==> config.mk <==
export PLATFORM = sky130hd
export DESIGN_NAME = prf_scoreboard
export DESIGN_NICKNAME = d
export VERILOG_FILES = /design/src/rtl/prf_scoreboard.sv
export SDC_FILE = /design/constraint.sdc
export NUM_CORES = 2
export LEC_CHECK = 0
export BUFFER_PORTS_ARGS = -buffer_cell sky130_fd_sc_hd__buf_2
export CAP_MARGIN = 10
export CORE_MARGIN = 2
export CORE_UTILIZATION = 30
export CTS_CLUSTER_DIAMETER = 150
export DETAILED_ROUTE_END_ITERATION = 8
export GPL_ROUTABILITY_DRIVEN = 0
export PLACE_DENSITY = 0.43
export REMOVE_ABC_BUFFERS = 1
export SLEW_MARGIN = 40
export SYNTH_ARGS = -nofsm -noshare
export SYNTH_HDL_FRONTEND = slang
export SYNTH_SLANG_ARGS = --single-unit
==> constraint.sdc <==
create_clock -name clock -period 6.2 [get_ports clock]
set_input_delay 0.62 -clock clock [delete_from_list [all_inputs] [get_ports clock]]
set_output_delay 0.62 -clock clock [all_outputs]
set_load 0.01 [all_outputs]
==> src/rtl/prf_scoreboard.sv <==
// Physical register file busy scoreboard with scheduled wakeups and same-cycle clear bypass.
// Optional checkpoint/restore of the busy vector when SCOREBOARD_CKPT_EN is defined.
module prf_scoreboard #(
   parameter int PRF_SIZE    = 64,
   parameter int SET_PORTS   = 4,
   parameter int CLR_PORTS   = 4,
   parameter int WAKE_PORTS  = 2,
   parameter int LAT_W       = 3,
   parameter int QUERY_PORTS = 16,
   parameter int CKPT_DEPTH  = 4,
   localparam int IDX_W      = $clog2(PRF_SIZE),
   localparam int CK_W       = $clog2(CKPT_DEPTH)
) (
   input  logic                           clock,
   input  logic                           reset,
   input  logic                           clear,
   input  logic [SET_PORTS-1:0]           set_busy_valid,
   input  logic [SET_PORTS*IDX_W-1:0]     set_busy_index,
   input  logic [CLR_PORTS-1:0]           clear_busy_valid,
   input  logic [CLR_PORTS*IDX_W-1:0]     clear_busy_index,
   input  logic [WAKE_PORTS-1:0]          wake_valid,
   input  logic [WAKE_PORTS*IDX_W-1:0]    wake_index,
   input  logic [WAKE_PORTS*LAT_W-1:0]    wake_latency,
   input  logic [QUERY_PORTS*IDX_W-1:0]   query_index,
   output logic [QUERY_PORTS-1:0]         query_busy,
   output logic [IDX_W:0]                 busy_count,
   input  logic                           ckpt_take,
   input  logic [CK_W-1:0]                ckpt_take_id,
   input  logic                           ckpt_restore,
   input  logic [CK_W-1:0]                ckpt_restore_id
);

   logic [PRF_SIZE-1:0] sb, sb_nxt, set_v, clr_v, wake_hit, expire, c_v, pend;
   logic [LAT_W-1:0]    cnt      [PRF_SIZE];
   logic [LAT_W-1:0]    wake_lat [PRF_SIZE];
   logic [IDX_W:0]      pop;

`ifdef SCOREBOARD_CKPT_EN
   logic [PRF_SIZE-1:0] slot [CKPT_DEPTH];
`else
   logic ckpt_unused;
   assign ckpt_unused = ^{ckpt_take, ckpt_take_id, ckpt_restore, ckpt_restore_id};
`endif

   always_comb begin
      set_v    = '0;
      clr_v    = '0;
      wake_hit = '0;
      for (int e = 0; e < PRF_SIZE; e++) wake_lat[e] = '0;
      for (int p = 0; p < SET_PORTS; p++)
         if (set_busy_valid[p]) set_v[set_busy_index[p*IDX_W +: IDX_W]] = 1'b1;
      for (int p = 0; p < CLR_PORTS; p++)
         if (clear_busy_valid[p]) clr_v[clear_busy_index[p*IDX_W +: IDX_W]] = 1'b1;
      // Walk downward so the lowest-numbered port is written last and wins.
      for (int p = WAKE_PORTS - 1; p >= 0; p--)
         if (wake_valid[p]) begin
            wake_hit[wake_index[p*IDX_W +: IDX_W]] = 1'b1;
            wake_lat[wake_index[p*IDX_W +: IDX_W]] = wake_latency[p*LAT_W +: LAT_W];
         end
      set_v[0] = 1'b0;
   end

   always_comb begin
      expire = '0;
      for (int e = 0; e < PRF_SIZE; e++)
         expire[e] = (pend[e] && cnt[e] == LAT_W'(1)) || (wake_hit[e] && wake_lat[e] == '0);
      c_v = clr_v | expire;
   end

   always_comb begin
      sb_nxt = (sb | set_v) & ~c_v;
`ifdef SCOREBOARD_CKPT_EN
      if (ckpt_restore) sb_nxt = slot[ckpt_restore_id] & ~c_v;
`endif
      sb_nxt[0] = 1'b0;
   end

   // Clears and expiries landing this cycle are hidden from inquiries immediately.
   always_comb begin
      query_busy = '0;
      for (int q = 0; q < QUERY_PORTS; q++)
         query_busy[q] = (query_index[q*IDX_W +: IDX_W] != '0) &&
                         sb[query_index[q*IDX_W +: IDX_W]] &&
                         !c_v[query_index[q*IDX_W +: IDX_W]];
   end

   always_comb begin
      pop = '0;
      for (int e = 0; e < PRF_SIZE; e++) pop = pop + {{IDX_W{1'b0}}, sb[e]};
   end

   always_ff @(posedge clock) begin
      if (reset) begin
         sb         <= '0;
         busy_count <= '0;
      end else begin
         busy_count <= pop;
         sb         <= clear ? '0 : sb_nxt;
      end
   end

   always_ff @(posedge clock) begin
      for (int e = 0; e < PRF_SIZE; e++) begin
         if (reset || clear) begin
            pend[e] <= 1'b0;
            cnt[e]  <= '0;
         end else if (set_v[e] || clr_v[e]) begin
            pend[e] <= 1'b0;
         end else if (wake_hit[e]) begin
            pend[e] <= (wake_lat[e] != '0);
            cnt[e]  <= wake_lat[e];
         end else if (pend[e]) begin
            if (cnt[e] == LAT_W'(1)) pend[e] <= 1'b0;
            cnt[e] <= cnt[e] - LAT_W'(1);
         end
      end
   end

`ifdef SCOREBOARD_CKPT_EN
   // Written-back registers are scrubbed from every slot so a restore cannot revive them.
   always_ff @(posedge clock) begin
      if (reset) begin
         for (int i = 0; i < CKPT_DEPTH; i++) slot[i] <= '0;
      end else begin
         for (int i = 0; i < CKPT_DEPTH; i++) slot[i] <= slot[i] & ~c_v;
         if (ckpt_take && !ckpt_restore) slot[ckpt_take_id] <= sb_nxt;
      end
   end
`endif

endmodule

## Yosys cells after proc, flatten, opt, wreduce, memory -nomap -nowiden

Memories as Yosys holds them, arrays and structs flattened.
Index checks and enable logic that the tools add are counted.

- Flip-flop bits (word level): 135
- Memories: 1
- Input port bits: 181
- Bits in latches: 0
- Logic and storage cells: 1,965
- Bits in writable memories: 192
- ROM bits: 0
- Output and inout port bits: 23

Memory list:

| name | depth | bits a word | rd ports | clocked after memory_dff | write ports | RTL line | RTL |
|---|---|---|---|---|---|---|---|
| cnt | 64 | 3 | 64 | 0 | 64 | 34 | `logic [LAT_W-1:0] cnt [PRF_SIZE];` |

- Bitwise gates (word level): 142
- Magnitude comparators: 40
- Divide/modulo/power cells: 0
- Eq/ne operators: 64
- Shifts and indexed selects: 0
- Multipliers: 0
- $add $sub $neg: 127
- Reductions and logical operators: 525
- Mux-type cells: 999

Operators by type and width:

| operator | count |
|---|---|
| two-way mux 1 bit | 812 |
| two-way mux 64 bit | 10 |
| bitwise OR 64 bit | 9 |
| adder 7 x 1 -> 7 bit | 57 |
| two-way mux 3 bit | 130 |
| two-way mux 192 bit | 2 |
| AND 192 bit | 1 |
| binary-select mux 1 bit (select 6 bit) | 32 |
| bitwise mux 192 bit | 1 |
| equality test 3 x 1 -> 1 bit, second input constant | 64 |
| logical NOT 3 bit | 64 |
| nonzero test 3 bit | 64 |
| subtractor 3 x 1 -> 3 bit, second input constant | 64 |
| < comparator 6 x 7 -> 1 bit, second input constant | 26 |
| logical AND 1 bit | 172 |
| OR reduction 2 bit | 65 |
| logical OR 1 bit | 128 |
| bitwise OR 1 bit | 128 |
| nonzero test 6 bit | 16 |
| AND 64 bit | 1 |
| NOT 64 bit | 1 |
| demux 1 bit (select 6 bit) | 10 |
| >= comparator 6 x 1 -> 1 bit, second input constant | 10 |
| demux 3 bit (select 6 bit) | 2 |
| 10 further kinds | 28 |

## Longest topological paths before layout

- Word-level depth: 63
- Depth in mapped cells: 23

## Worst setup path before layout

Ideal clock, no wire load.

- Path kind: register to register
- Start point: register sb[36]
- End point: register busy_count[5]
- Slack: 0.190 ns
- Buffers on the path: 1
- Clock period less this slack: 6.010 ns
- Arrival: 5.885 ns
- Library setup time: 0.125 ns
- Cell stages (with the launch flop): 21
- Path through: dfxtp_1 -> clkbuf_1 -> inv_1 -> fa_1 -> inv_1 -> fa_1 -> inv_1 -> fa_1 -> fa_1 -> fa_1 -> fa_1 -> fa_1 -> fa_1 -> inv_1 -> fa_1 -> a21o_1 -> a21o_1 -> a21o_1 -> a21oi_1 -> xnor2_1 -> nor2_1

- Word-level cells in the longest chain between the ends: 28

Ends and longest elaborated chain:

| item | RTL line | RTL |
|---|---|---|
| start: declaration | 33 | `logic [PRF_SIZE-1:0] sb, sb_nxt, set_v, clr_v, wake_hit, expire, c_v, pend;` |
| start signal: assignment | 98 | `sb <= clear ? '0 : sb_nxt;` |
| adder 7 x 1 -> 7 bit (28 in series) | 89 | `for (int e = 0; e < PRF_SIZE; e++) pop = pop + {{IDX_W{1'b0}}, sb[e]};` |
| end signal: assignment | 97 | `busy_count <= pop;` |
| end: declaration | 26 | `output logic [IDX_W:0] busy_count,` |

No other way between the ends.
A chain may end at the register's enable or synchronous reset.

## Worst setup path after layout

- Start point: input wake_index[1]
- End point: output query_busy[5]

- Word-level cells in the longest chain between the ends: 15
- Elaborated cells between the ends (all ways): 212

Ends and longest elaborated chain:

| item | RTL line | RTL |
|---|---|---|
| start: declaration | 22 | `input logic [WAKE_PORTS*IDX_W-1:0] wake_index,` |
| NOT 6 -> 7 bit (not written as such) | 58 | `wake_lat[wake_index[p*IDX_W +: IDX_W]] = wake_latency[p*LAT_W +: LAT_W];` |
| >= comparator 7 bit (not written as such) / < comparator 7 x 1 -> 1 bit (equally long branches) | 58 |  |
| logical AND 1 bit (not written as such) | 58 |  |
| two-way mux 3 bit (not written as such) | 58 |  |
| demux 3 bit (select 6 bit) | 58 |  |
| bitwise mux 192 bit | 58 |  |
| two-way mux 192 bit | 56 | `if (wake_valid[p]) begin` |
| logical NOT 3 bit | 66 | `expire[e] = (pend[e] && cnt[e] == LAT_W'(1)) \|\| (wake_hit[e] && wake_lat[e] == '0);` |
| logical AND 1 bit | 66 |  |
| logical OR 1 bit | 66 |  |
| bitwise OR 64 bit (*) | 67 | `c_v = clr_v \| expire;` |
| binary-select mux 1 bit (select 6 bit) (*) | 84 | `!c_v[query_index[q*IDX_W +: IDX_W]];` |
| two-way mux 1 bit (not written as such) (*) | 84 |  |
| logical NOT 1 bit (*) | 84 |  |
| logical AND 1 bit (*) | 83 | `sb[query_index[q*IDX_W +: IDX_W]] &&` |
| end: declaration | 25 | `output logic [QUERY_PORTS-1:0] query_busy,` |

Every way passes the cells marked *; elsewhere a longest branch is shown, timed or not. The select of a mux whose other input is x is not followed.

==> qor.csv <==
stage,metric,value,unit
synth,synth_seq_cells,326,
die,dieHeight,395,um
detailed_routing,ant_nets,0,
clock_network,cts.sinks,326,
detailed_routing,dr_wl_met2,115000,um
die,io_pins,204,
global_route,grt_pass1_vias,46100,
clock_network,postCtsHoldBufs,0,
clock_network,cts_buffers,43,
sta,tightest_slew,0.953,ns
clock_network,path_clk_slew,0.06,ns
synth,syn_inst,5243,
synth,ys_warn_count,0,
clock_network,htreeDepth,2,
sta,drv_slew,0,
power,p_per_area,135,nW/um2
power,vdd_drop_max,0.189,mV
synth,synthMuxAreaShare,26.5,%
synth,synth-simple-area-share,20.3,%
sta,hold_slack,0.316,ns
clock_network,max-clock-path-buffers,3,
die,die_w,395,um
global_route,grt_max_degree,98,
sta,fmax,0.166,GHz
sta,rsz0062_at_grt,no,
detailed_routing,m1WireLength,101000,um
clock_network,tritoncts,done,
min_path,holdPathStages,2,
clock_network,cts_resized,0,
sta,finalSetupViolations,0,
layout,layout_common_cells,"nor2_1, mux4_2, nand2_1, buf_4, inv_1",
die,start_util,30.2,%
synth,syn_avg_cell_area,8.74,um2
die,row_count,143,
critical_path,worstPathArrival,5.39,ns
place,pre_cts_slack,0.262,ns
global_route,gr-total-overflow,0,
synth,synth_edf_count,192,
critical_path,cp-end-kind,primary output,
die,core_region_area,152000,um2
synth,synth_top_family_by_area,multiplexers,
power,p_leak,0.0179,uW
layout,fin_util,34.2,%
run,maxCapViolCount,0,
detailed_routing,firstDrtPassIters,6,
critical_path,worstReg2RegStart,sb[12]$_SDFF_PN0_,
die,dieArea,156000,um2
sta,finalHoldViolations,0,
global_route,grt_pass1_wl,373000,um
critical_path,start_kind,input port,
synth,synth_area,45800,um2
detailed_routing,dr_wl_met3,31600,um
sta,fin_crit,6.01,ns
critical_path,ff2ff_setup_slack,0.30,ns
detailed_routing,routed_wl,271000,um
synth,synthAdderAreaFrac,6.22,%
synth,synth.distinct_cells,105,
min_path,hold_end,busy_count[0]$_SDFF_PP0_,
synth,synth_xor_area_share,1.28,%
place,hpwl,201000,um
critical_path,path_class,in2out,
sta,setup_ws,0.192,ns
global_route,grt_usage,33.5,%
layout,fillers,15700,
sta,slew_headroom,34.6,%
status,status,"complete, no violations",
min_path,hold_start,reset,
layout,area.growth.synth_to_final,13.4,%
layout,drive_gt1_share,24.2,%
synth,ys_seq_area_share,18.4,%
layout,fin_nets,5683,
sta,finClkSkew,0.0167,ns
layout,final_cells,7390,
place,io_buffers,197,
synth,ys.flop_type,edfxtp_1,
detailed_routing,viasPerCell,6.75,
clock_network,root_buffer,clkbuf_16,
global_route,antenna_found_initial,49,
place,placed_cells,7289,
synth,synthArstFlopShare,0,%
clock_network,post_cts_buffers,0,
detailed_routing,maxUsedRoutingLayer,met5,
detailed_routing,via_count,49900,
min_path,hp-class,in2reg,
critical_path,r2r-end,busy_count[6]$_SDFF_PP0_,
layout,final_common_cell,nor2_1,
clock_network,clk-insertion-delay-late,0.61,ns
detailed_routing,routedWlPerCell,36.7,um
detailed_routing,post-route-drc-count,0,
detailed_routing,initialDrtViolationCount,7539,
sta,fin_crit_sh,96.9,%
critical_path,required,5.58,ns
critical_path,cp_max_fo,16,
critical_path,ff2ff_path_depth,22,
synth,synth_compound_area_share,19.7,%
## worst max path at each step
stage                                 start                        to  cells past startpoint
final                         wake_index[1]             query_busy[5]                     13
after global routing      sb[12]$_SDFF_PN0_  busy_count[6]$_SDFF_PP0_                     22
after CTS                 sb[12]$_SDFF_PN0_  busy_count[6]$_SDFF_PP0_                     22
after detailed placement    wake_latency[5]             query_busy[0]                     13
after global placement      wake_latency[5]             query_busy[0]                     13
after floorplan                       reset       cnt[0][0]$_DFFE_PP_                      2
## flip-flops by register name, summed over array words and instances (netlist names)
signal,cells
cnt,192
pend,64
sb,63
busy_count,7
## power breakdown
group | internal, uW | switching, uW
sequential | 2360 | 39.5
clock | 1530 | 1120
combinational | 622 | 1320
## metal layers
metal	vias up	global-route usage [%]
li1	20300	-
met1	24700	42.7
met2	3923	49.7
met3	966	8.61
met4	22	23.1
met5	-	0
## cells in the mapped netlist, types with 38 or more instances
| cell type | count | area [um2] |
|---|---|---|
| nor2_1 | 515 | 1930 |
| mux4_2 | 485 | 10900 |
| clkbuf_1 | 419 | 1570 |
| nand2_1 | 381 | 1430 |
| inv_1 | 321 | 1200 |
| o21ai_0 | 308 | 1540 |
| a21oi_1 | 222 | 1110 |
| nor3_1 | 208 | 1040 |
| edfxtp_1 | 192 | 5770 |
| nand3_1 | 192 | 961 |
| o22ai_1 | 161 | 1010 |
| ha_1 | 143 | 1790 |
| a211oi_1 | 135 | 1010 |
| dfxtp_1 | 134 | 2680 |
| mux2i_1 | 84 | 841 |
| o211ai_1 | 84 | 631 |
| buf_2 | 77 | 385 |
| nand2b_1 | 68 | 425 |
| nand3b_1 | 60 | 450 |
| a31oi_1 | 58 | 363 |
| nor3b_1 | 55 | 413 |
| fa_1 | 53 | 1060 |
| nor2b_1 | 53 | 332 |
| xor2_1 | 52 | 455 |
| a221oi_1 | 50 | 438 |
| buf_1 | 38 | 143 |
## logic make-up (layout without fill, tap and decap cells)
group | Yosys count | after routing
AOI/OAI and AO/OA | 1349 | 1349
muxes | 604 | 604
adders and majority gates | 196 | 196
and+or+nand+nor | 1822 | 1822
DFF | 326 | 326
buffers and inverters | 879 | 975
other | 0 | 21
xor gates and xnor gates | 67 | 67
## critical path, cell delays in order
cell      delay [ns]
buf_2           0.30
and4bb_2        0.76
nand2_1         0.34
a31oi_1         0.42
nand2_1         0.56
buf_4           0.42
mux4_2          0.47
a221oi_1        0.30
a21o_1          0.12
nand4_1         0.09
nor4_1          0.57
buf_4           0.25
buf_2           0.13
## stage by stage
| stage | power (uW) | setup TNS (ns) | cell area (um2) |
|---|---|---|---|
| after floorplan | 3300 | -9.55 | 43600 |
| after global placement | 4300 | 0 | 50100 |
| after detailed placement | 4310 | 0 | 50400 |
| after CTS | 6960 | 0 | 51800 |
| after global routing | 7180 | 0 | 51900 |
| final | 6990 | 0 | 52000 |
## layout make-up
cell class / instances / area [um2] / share of cell area [%]
inverters: 331 / 1240 / 2.39
multi-input cells: 4038 / 34300 / 66.1
diodes: 21 / 52.6 / 0.101
well taps: 2030 / 2540 / 4.89
repair buffers: 566 / 3940 / 7.58
flip-flops and latches: 326 / 8450 / 16.3
clock buffers: 70 / 1320 / 2.54
clock inverters: 8 / 96.3 / 0.185
(Power assumes the default switching activity.)
